--- src/rtl/pipe_buff_pkg.sv ---
// pipe_buff_pkg
// Shared definitions for the inter-stage skid buffer: the buffer state
// encoding, the occupancy encoding reported on o_occupancy, and a helper
// that maps one onto the other.
package pipe_buff_pkg;

  // Buffer state. Encoding 2'd3 is unused; if it is ever reached the
  // buffer recovers to EMPTY on the next edge.
  typedef enum logic [1:0] {
    EMPTY = 2'd0,
    ONE   = 2'd1,
    FULL  = 2'd2
  } buff_state_e;

  localparam logic [1:0] OCC_NONE = 2'd0;
  localparam logic [1:0] OCC_ONE  = 2'd1;
  localparam logic [1:0] OCC_TWO  = 2'd2;

  // The illegal encoding holds no usable entry, so it reports zero.
  function automatic logic [1:0] occ_of(input buff_state_e s);
    case (s)
      ONE:     occ_of = OCC_ONE;
      FULL:    occ_of = OCC_TWO;
      default: occ_of = OCC_NONE;
    endcase
  endfunction

endpackage

--- src/rtl/sat_counter.sv ---
// sat_counter
// Saturating up-counter. It counts on the falling clock edge to match the
// stage buffers it monitors, and it stops at all-ones instead of wrapping.
// Ports:
//   clk   - stage clock (falling-edge active)
//   rst   - asynchronous, active-high reset to zero
//   inc   - add one on this edge unless already saturated
//   count - current count value
module sat_counter #(
  parameter int W = 16
) (
  input  logic         clk,
  input  logic         rst,
  input  logic         inc,
  output logic [W-1:0] count
);

  localparam logic [W-1:0] STEP = 1;
  localparam logic [W-1:0] MAX  = '1;

  logic [W-1:0] count_q;
  logic [W-1:0] count_d;

  always_comb begin
    count_d = count_q;
    if (inc && (count_q != MAX)) begin
      count_d = count_q + STEP;
    end
  end

  always_ff @(negedge clk or posedge rst) begin
    if (rst) begin
      count_q <= '0;
    end else begin
      count_q <= count_d;
    end
  end

  assign count = count_q;

endmodule

--- src/rtl/pipe_skid_buff.sv ---
// pipe_skid_buff
// Inter-stage pipeline buffer carrying a control field and a data payload
// over a valid/ready handshake. A second (skid) entry lets the upstream
// stage complete a transfer on the same edge that downstream stalls, so
// back-pressure never costs throughput. A flush drops every held entry,
// and a saturating counter records how often the head was stalled.
// All state updates happen on the falling edge of clk.
// Ports:
//   clk, rst            - stage clock, asynchronous active-high reset
//   i_valid/o_ready     - upstream handshake
//   i_ctrl/i_data       - upstream control field and payload
//   o_valid/i_ready     - downstream handshake
//   o_ctrl/o_data       - head control field (0 on bubbles) and payload
//   i_flush             - discard all held entries
//   o_occupancy         - held entries: 0, 1 or 2
//   o_stall_cnt         - edges with a valid head not accepted
module pipe_skid_buff
  import pipe_buff_pkg::*;
#(
  parameter int CTRL_W = 4,
  parameter int DATA_W = 64,
  parameter int CNT_W  = 16
) (
  input  logic              clk,
  input  logic              rst,
  input  logic              i_valid,
  output logic              o_ready,
  input  logic [CTRL_W-1:0] i_ctrl,
  input  logic [DATA_W-1:0] i_data,
  output logic              o_valid,
  input  logic              i_ready,
  output logic [CTRL_W-1:0] o_ctrl,
  output logic [DATA_W-1:0] o_data,
  input  logic              i_flush,
  output logic [1:0]        o_occupancy,
  output logic [CNT_W-1:0]  o_stall_cnt
);

  buff_state_e       state_q, state_d;
  logic              main_valid_q, main_valid_d;
  logic              skid_valid_q, skid_valid_d;
  logic [CTRL_W-1:0] main_ctrl_q, main_ctrl_d;
  logic [CTRL_W-1:0] skid_ctrl_q, skid_ctrl_d;
  logic [DATA_W-1:0] main_data_q, main_data_d;
  logic [DATA_W-1:0] skid_data_q, skid_data_d;

  logic in_fire;
  logic out_fire;
  logic stall_inc;

  // o_ready comes only from registered state so that upstream never sees a
  // combinational path from i_ready.
  assign o_ready  = !rst && (state_q != FULL);
  assign in_fire  = i_valid && o_ready;
  assign out_fire = main_valid_q && i_ready;

  // Flush wins over every transfer. Payload registers keep their contents
  // when entries are dropped; only the valid bits and state change.
  always_comb begin
    state_d      = state_q;
    main_valid_d = main_valid_q;
    skid_valid_d = skid_valid_q;
    main_ctrl_d  = main_ctrl_q;
    skid_ctrl_d  = skid_ctrl_q;
    main_data_d  = main_data_q;
    skid_data_d  = skid_data_q;

    if (i_flush) begin
      state_d      = EMPTY;
      main_valid_d = 1'b0;
      skid_valid_d = 1'b0;
    end else begin
      case (state_q)
        EMPTY: begin
          if (in_fire) begin
            state_d      = ONE;
            main_valid_d = 1'b1;
            main_ctrl_d  = i_ctrl;
            main_data_d  = i_data;
          end
        end
        ONE: begin
          if (in_fire && out_fire) begin
            main_ctrl_d = i_ctrl;
            main_data_d = i_data;
          end else if (in_fire) begin
            // Head is stuck; park the new entry behind it.
            state_d      = FULL;
            skid_valid_d = 1'b1;
            skid_ctrl_d  = i_ctrl;
            skid_data_d  = i_data;
          end else if (out_fire) begin
            state_d      = EMPTY;
            main_valid_d = 1'b0;
          end
        end
        FULL: begin
          if (out_fire) begin
            state_d      = ONE;
            skid_valid_d = 1'b0;
            main_ctrl_d  = skid_ctrl_q;
            main_data_d  = skid_data_q;
          end
        end
        default: begin
          state_d      = EMPTY;
          main_valid_d = 1'b0;
          skid_valid_d = 1'b0;
        end
      endcase
    end
  end

  always_ff @(negedge clk or posedge rst) begin
    if (rst) begin
      state_q      <= EMPTY;
      main_valid_q <= 1'b0;
      skid_valid_q <= 1'b0;
      main_ctrl_q  <= '0;
      skid_ctrl_q  <= '0;
      main_data_q  <= '0;
      skid_data_q  <= '0;
    end else begin
      state_q      <= state_d;
      main_valid_q <= main_valid_d;
      skid_valid_q <= skid_valid_d;
      main_ctrl_q  <= main_ctrl_d;
      skid_ctrl_q  <= skid_ctrl_d;
      main_data_q  <= main_data_d;
      skid_data_q  <= skid_data_d;
    end
  end

  // A flushed head is not counted as a stall even if downstream held off.
  assign stall_inc = main_valid_q && !i_ready && !i_flush;

  sat_counter #(
    .W(CNT_W)
  ) u_stall_cnt (
    .clk  (clk),
    .rst  (rst),
    .inc  (stall_inc),
    .count(o_stall_cnt)
  );

  assign o_valid     = main_valid_q;
  assign o_ctrl      = main_valid_q ? main_ctrl_q : '0;
  assign o_data      = main_data_q;
  assign o_occupancy = occ_of(state_q);

endmodule

--- config.mk ---
export PLATFORM = sky130hd
export DESIGN_NAME = pipe_skid_buff
export DESIGN_NICKNAME = d
export VERILOG_FILES = /design/src/rtl/pipe_buff_pkg.sv /design/src/rtl/sat_counter.sv /design/src/rtl/pipe_skid_buff.sv
export SDC_FILE = /design/constraint.sdc
export NUM_CORES = 1
export LEC_CHECK = 0
export ABC_AREA = 1
export BUFFER_PORTS_ARGS = -buffer_cell sky130_fd_sc_hd__buf_2
export CAP_MARGIN = 20
export CORE_AREA = 3 3 181 183
export CTS_CLUSTER_SIZE = 40
export DETAILED_ROUTE_END_ITERATION = 12
export DIE_AREA = 0 0 184 186
export GPL_TIMING_DRIVEN = 1
export HOLD_SLACK_MARGIN = 0.08
export SLEW_MARGIN = 20
export SYNTH_ARGS = -nofsm -noshare
export SYNTH_HDL_FRONTEND = slang
export SYNTH_HIERARCHICAL = 1
export SYNTH_SLANG_ARGS = --single-unit
--- constraint.sdc ---
create_clock -name clk -period 4.5 [get_ports clk]
set_input_delay 0.225 -clock clk [delete_from_list [all_inputs] [get_ports clk]]
set_output_delay 0.225 -clock clk [all_outputs]
set_load 0.005 [all_outputs]
* After elaboration in Yosys (flattened, before gate mapping) *
Index checks and enable logic that the tools add are counted.

word-level totals
  bits in registers = 155
  bits in latches = 0
  bits in writable memories = 0
  ROM bits = 0
  bits of input ports = 73
  output and inout port bits = 88
  memories kept = 0

cells by class
  $add $sub $neg = 1
  multipliers = 0
  divide/modulo/power cells = 0
  $lt $le $gt $ge = 0
  eq/ne operators = 14
  shift operators = 0
  mux-type cells = 23
  bitwise operators = 2
  reduce and logical (&&, ||, !) cells = 16

operators by type and width
  operator                                       count
  two-way mux 64 bit                             3
  one-hot mux 64 bit (3 select lines)            1
  adder 16 x 1 -> 16 bit, second input constant  1
  two-way mux 4 bit                              4
  inequality test 16 bit, second input constant  1
  inequality test 3 bit, second input constant   5
  two-way mux 2 bit                              6
  one-hot mux 4 bit (3 select lines)             1
  inequality test 2 bit, second input constant   5
  AND reduction 5 bit                            2
  AND reduction 4 bit                            2
  logical AND 1 bit                              7
  one-hot mux 2 bit (3 select lines)             1
  two-way mux 1 bit                              5
  inequality test 4 bit, second input constant   1
  one-hot mux 2 bit (2 select lines)             1
  zero test 1 bit                                3
  one-hot mux 1 bit (3 select lines)             1
  nonzero test 3 bit                             1
  == test 2 x 1 -> 1 bit, second input constant  1
  == test 2 bit, second input constant           1
  zero test 2 bit                                1
  inverter 1 bit                                 2

* Longest topological paths before layout *
  depth in word-level cells = 7
  mapped depth = 11
  depth with buffers taken out = 11

* Hierarchy *
The synthesis kept the hierarchy.

modules (own cells, without submodules)
  module          instances  cells each  area each (um2)  seq. area each (um2)
  pipe_skid_buff  1          709         6129.6           3478.3
  sat_counter     1          150         1069.8           400.4

==> key figures <==
Critical path
  • Critical path endpoint category: primary output
  • R2r setup slk: 2.47 ns
  • Worst setup endpoint: o_ready
  • CP required: 4.28 ns
  • Worst Setup Path Type: flip-flop to primary output
  • Reg-to-reg endpoint: o_data[53]
  • CP Max Fanout: 5
  • Critical R2R Launch: o_valid
  • R2R depth: 8
  • CP Launch Point: state_q[0]
  • Startpoint types: flip-flop
  • Critical Path AT: 3.61 ns

Logic synthesis
  • Post-Synthesis Cells: 859
  • Syn nets: 933
  • Cell variety after synth: 25
  • Yosys Warn Count: 6
  • Post-Syn Area: 7199 sq um
  • Average size of a mapped cell: 8.381 sq um
  • Register area share after synthesis: 0.5388
  • FF+latch count, synth: 155

Layout
  • Layout cells sized above 1: 0.2463
  • Most common cell after layout, fill and taps aside: nand2_1
  • Non-Filler Instances: 1418
  • Syn-to-layout area delta: 24.77%
  • Most frequent cells in the layout: nand2_1, buf_2, dfrtn_1, o21ai_0, inv_1
  • Multi-input logic area: 2710 sq um
  • Fill count: 3377
  • NumNets Final: 1076
  • Sequential Area: 3879 sq um

Clock network
  • Post_cts resized: 0
  • Clk sink count: 155
  • Clock root buffer: clkbuf_16
  • # hold bufs at CTS: 0
  • CTS tree: yes
  • Post-CTS Setup Repair Bufs: 0
  • Cts bufs inserted: 17
  • Clk slew on worst S/H paths: 0.05 ns
  • Clock Latency Late Sink: 0.41 ns
  • CTS H-Tree Depth: 4
  • Clk buf depth: 2

Floorplan
  • Core area: 31390 sq um
  • Starting density of the core: 0.2293
  • Die width: 184 microns
  • Rows: 65
  • Top Ports: 161
  • Die Area: 34220 sq um
  • Chip height: 186 microns

Run status
  • Status: finished, final reports clean

Flow run
  • Max-Cap Viols: 0

STA
  • Max Slew Vio Count: 0
  • Final setup viols: 0
  • Unrepaired setup endpoints after global routing: no
  • Slew margin rel.: 0.3592
  • Worst-Margin Slew: 0.9612 ns
  • Hold Vio Cnt, Final: 0
  • Skew final: 0.008822 ns

GRT
  • Vias in the first global route: 5632
  • Grt ovf: 0
  • Initial antenna violation count: 5
  • Largest net degree at the start of global routing: 140
  • GRT Total Usage: 0.1064
  • First-pass GRT wire length: 28790 microns

Power and ir drop
  • Cell Pwr Density: 560.4 nW/um^2
  • Clock power share: 0.287
  • Power Total: 0.005034 W
  • Part of the power in registers: 0.466
  • Switch share: 0.3302
  • Comb pwr share: 0.247
  • Leak: 4.464 nW
  • Worst vdd ir: 0.0002461 V
  • Switch Pwr: 0.001662 W
  • Int Pwr: 0.003372 W

Detailed routing
  • Routed wire length: 17800 microns
  • Vias per inst: 4.176
  • Met3 WL: 1038 microns
  • Final ANT Viol Nets: 0
  • Initial drt markers: 287
  • Detailed-route DRC error count: 0
  • WL/cell: 12.56 microns
  • Wl on met1: 8338 microns
  • Drt pass-1 iters: 4
  • Via Count: 5922
  • DR top layer: met5
  • Met2 Routed Length: 8048 microns

Hold path
  • Hold crit path type: flip-flop to flip-flop

Place
  • Gpl congestion: 0.8281
  • Inst Count DP: 1385
  • IO Port Bufs: 160
  • HPWL after DPL: 12090 microns
routing by layer:
metal / track usage / vias to the layer above
li1: - / 3013
met5: 0 / -
met2: 0.1674 / 145
met4: 0.04082 / 6
met3: 0.03283 / 27
met1: 0.1376 / 2731
sequential cells by signal, indices dropped and copies added (netlist names):
signal / count
u_stall_cnt/count: 16
state_q: 2
skid_ctrl_q: 4
o_data: 64
skid_data_q: 64
o_valid: 1
main_ctrl_q: 4
cell usage after synthesis, drive strengths merged:
master	n	area, sq um
buf	21	177.7
clkbuf	24	90.09
a21oi	42	274.0
xnor2	2	17.52
nand4	6	37.54
xor2	2	17.52
ha	1	12.51
o21ai	149	768.2
nand3	13	70.07
nand3b	2	15.01
nor2	70	317.8
dfrtn	155	3879
nand2	250	963.4
o21a	27	202.7
inv	95	356.6
worst max-delay path, stage by stage, from the launching register on:
cell     delay (ns)
dfrtn_1        0.48
inv_2          0.08
nand2_1        0.13
inv_4          0.06
nor2_1         0.08
buf_2          0.11
cells by family after synthesis:
group                      after synthesis  synth area share
buffers and inverters                  140           0.08672
DFF                                    155            0.5388
and+or+nand+nor                        341            0.1950
adders and majority gates                1          0.001738
xor gates and xnor gates                 4          0.004867
AOI/OAI and AO/OA                      218            0.1729
worst min path at each step:
| stage | start | to | slack (ns) | cells after the start |
|---|---|---|---|---|
| after floorplan | main_ctrl_q[0] | main_ctrl_q[0] | 0.41 | 2 |
| after global placement | o_data[49] | o_data[49] | 0.43 | 2 |
| after detailed placement | o_data[46] | o_data[46] | 0.43 | 2 |
| after CTS | o_data[62] | o_data[62] | 0.43 | 2 |
| after global routing | o_data[49] | o_data[49] | 0.44 | 2 |
| final | o_data[62] | o_data[62] | 0.42 | 2 |
power by group through the flow:
| stage | sequential, W | combinational, W | clock (W) |
|---|---|---|---|
| 2_1_floorplan | 0.00233 | 0.000759 | 0 |
| 3_3_place_gp | 0.00236 | 0.00123 | 0 |
| 3_5_place_dp | 0.00237 | 0.00127 | 0 |
| 4_1_cts | 0.00235 | 0.00127 | 0.00151 |
| 5_1_grt | 0.00242 | 0.00145 | 0.00156 |
| 6_report | 0.00235 | 0.00124 | 0.00144 |
area by class of cell:
cell class                 count  area share
timing repair buffer         169      0.1050
multi-input combinational    564      0.3017
sequential                   155      0.4318
tap                          402     0.05600
antenna                        1   0.0002786
clock buffer                  17     0.04736
inverter                      95     0.04040
clock inverter                15     0.01741
through the flow:
step | hold WS [ns] | TNS (ns) | utilization | worst slack [ns] | instance area (sq um)
after floorplan | 0.4139 | -146.84 | - | -1.102 | 7241
after global placement | 0.4250 | 0 | 0.2675 | 0.6319 | 8398
after detailed placement | 0.4292 | 0 | 0.2675 | 0.5825 | 8398
after CTS | 0.4327 | 0 | 0.2861 | 0.6353 | 8980
after global routing | 0.4414 | 0 | 0.2861 | 0.5729 | 8980
final | 0.4243 | 0 | 0.2861 | 0.6681 | 8982
Note: power is estimated with default switching activity, not from simulation.
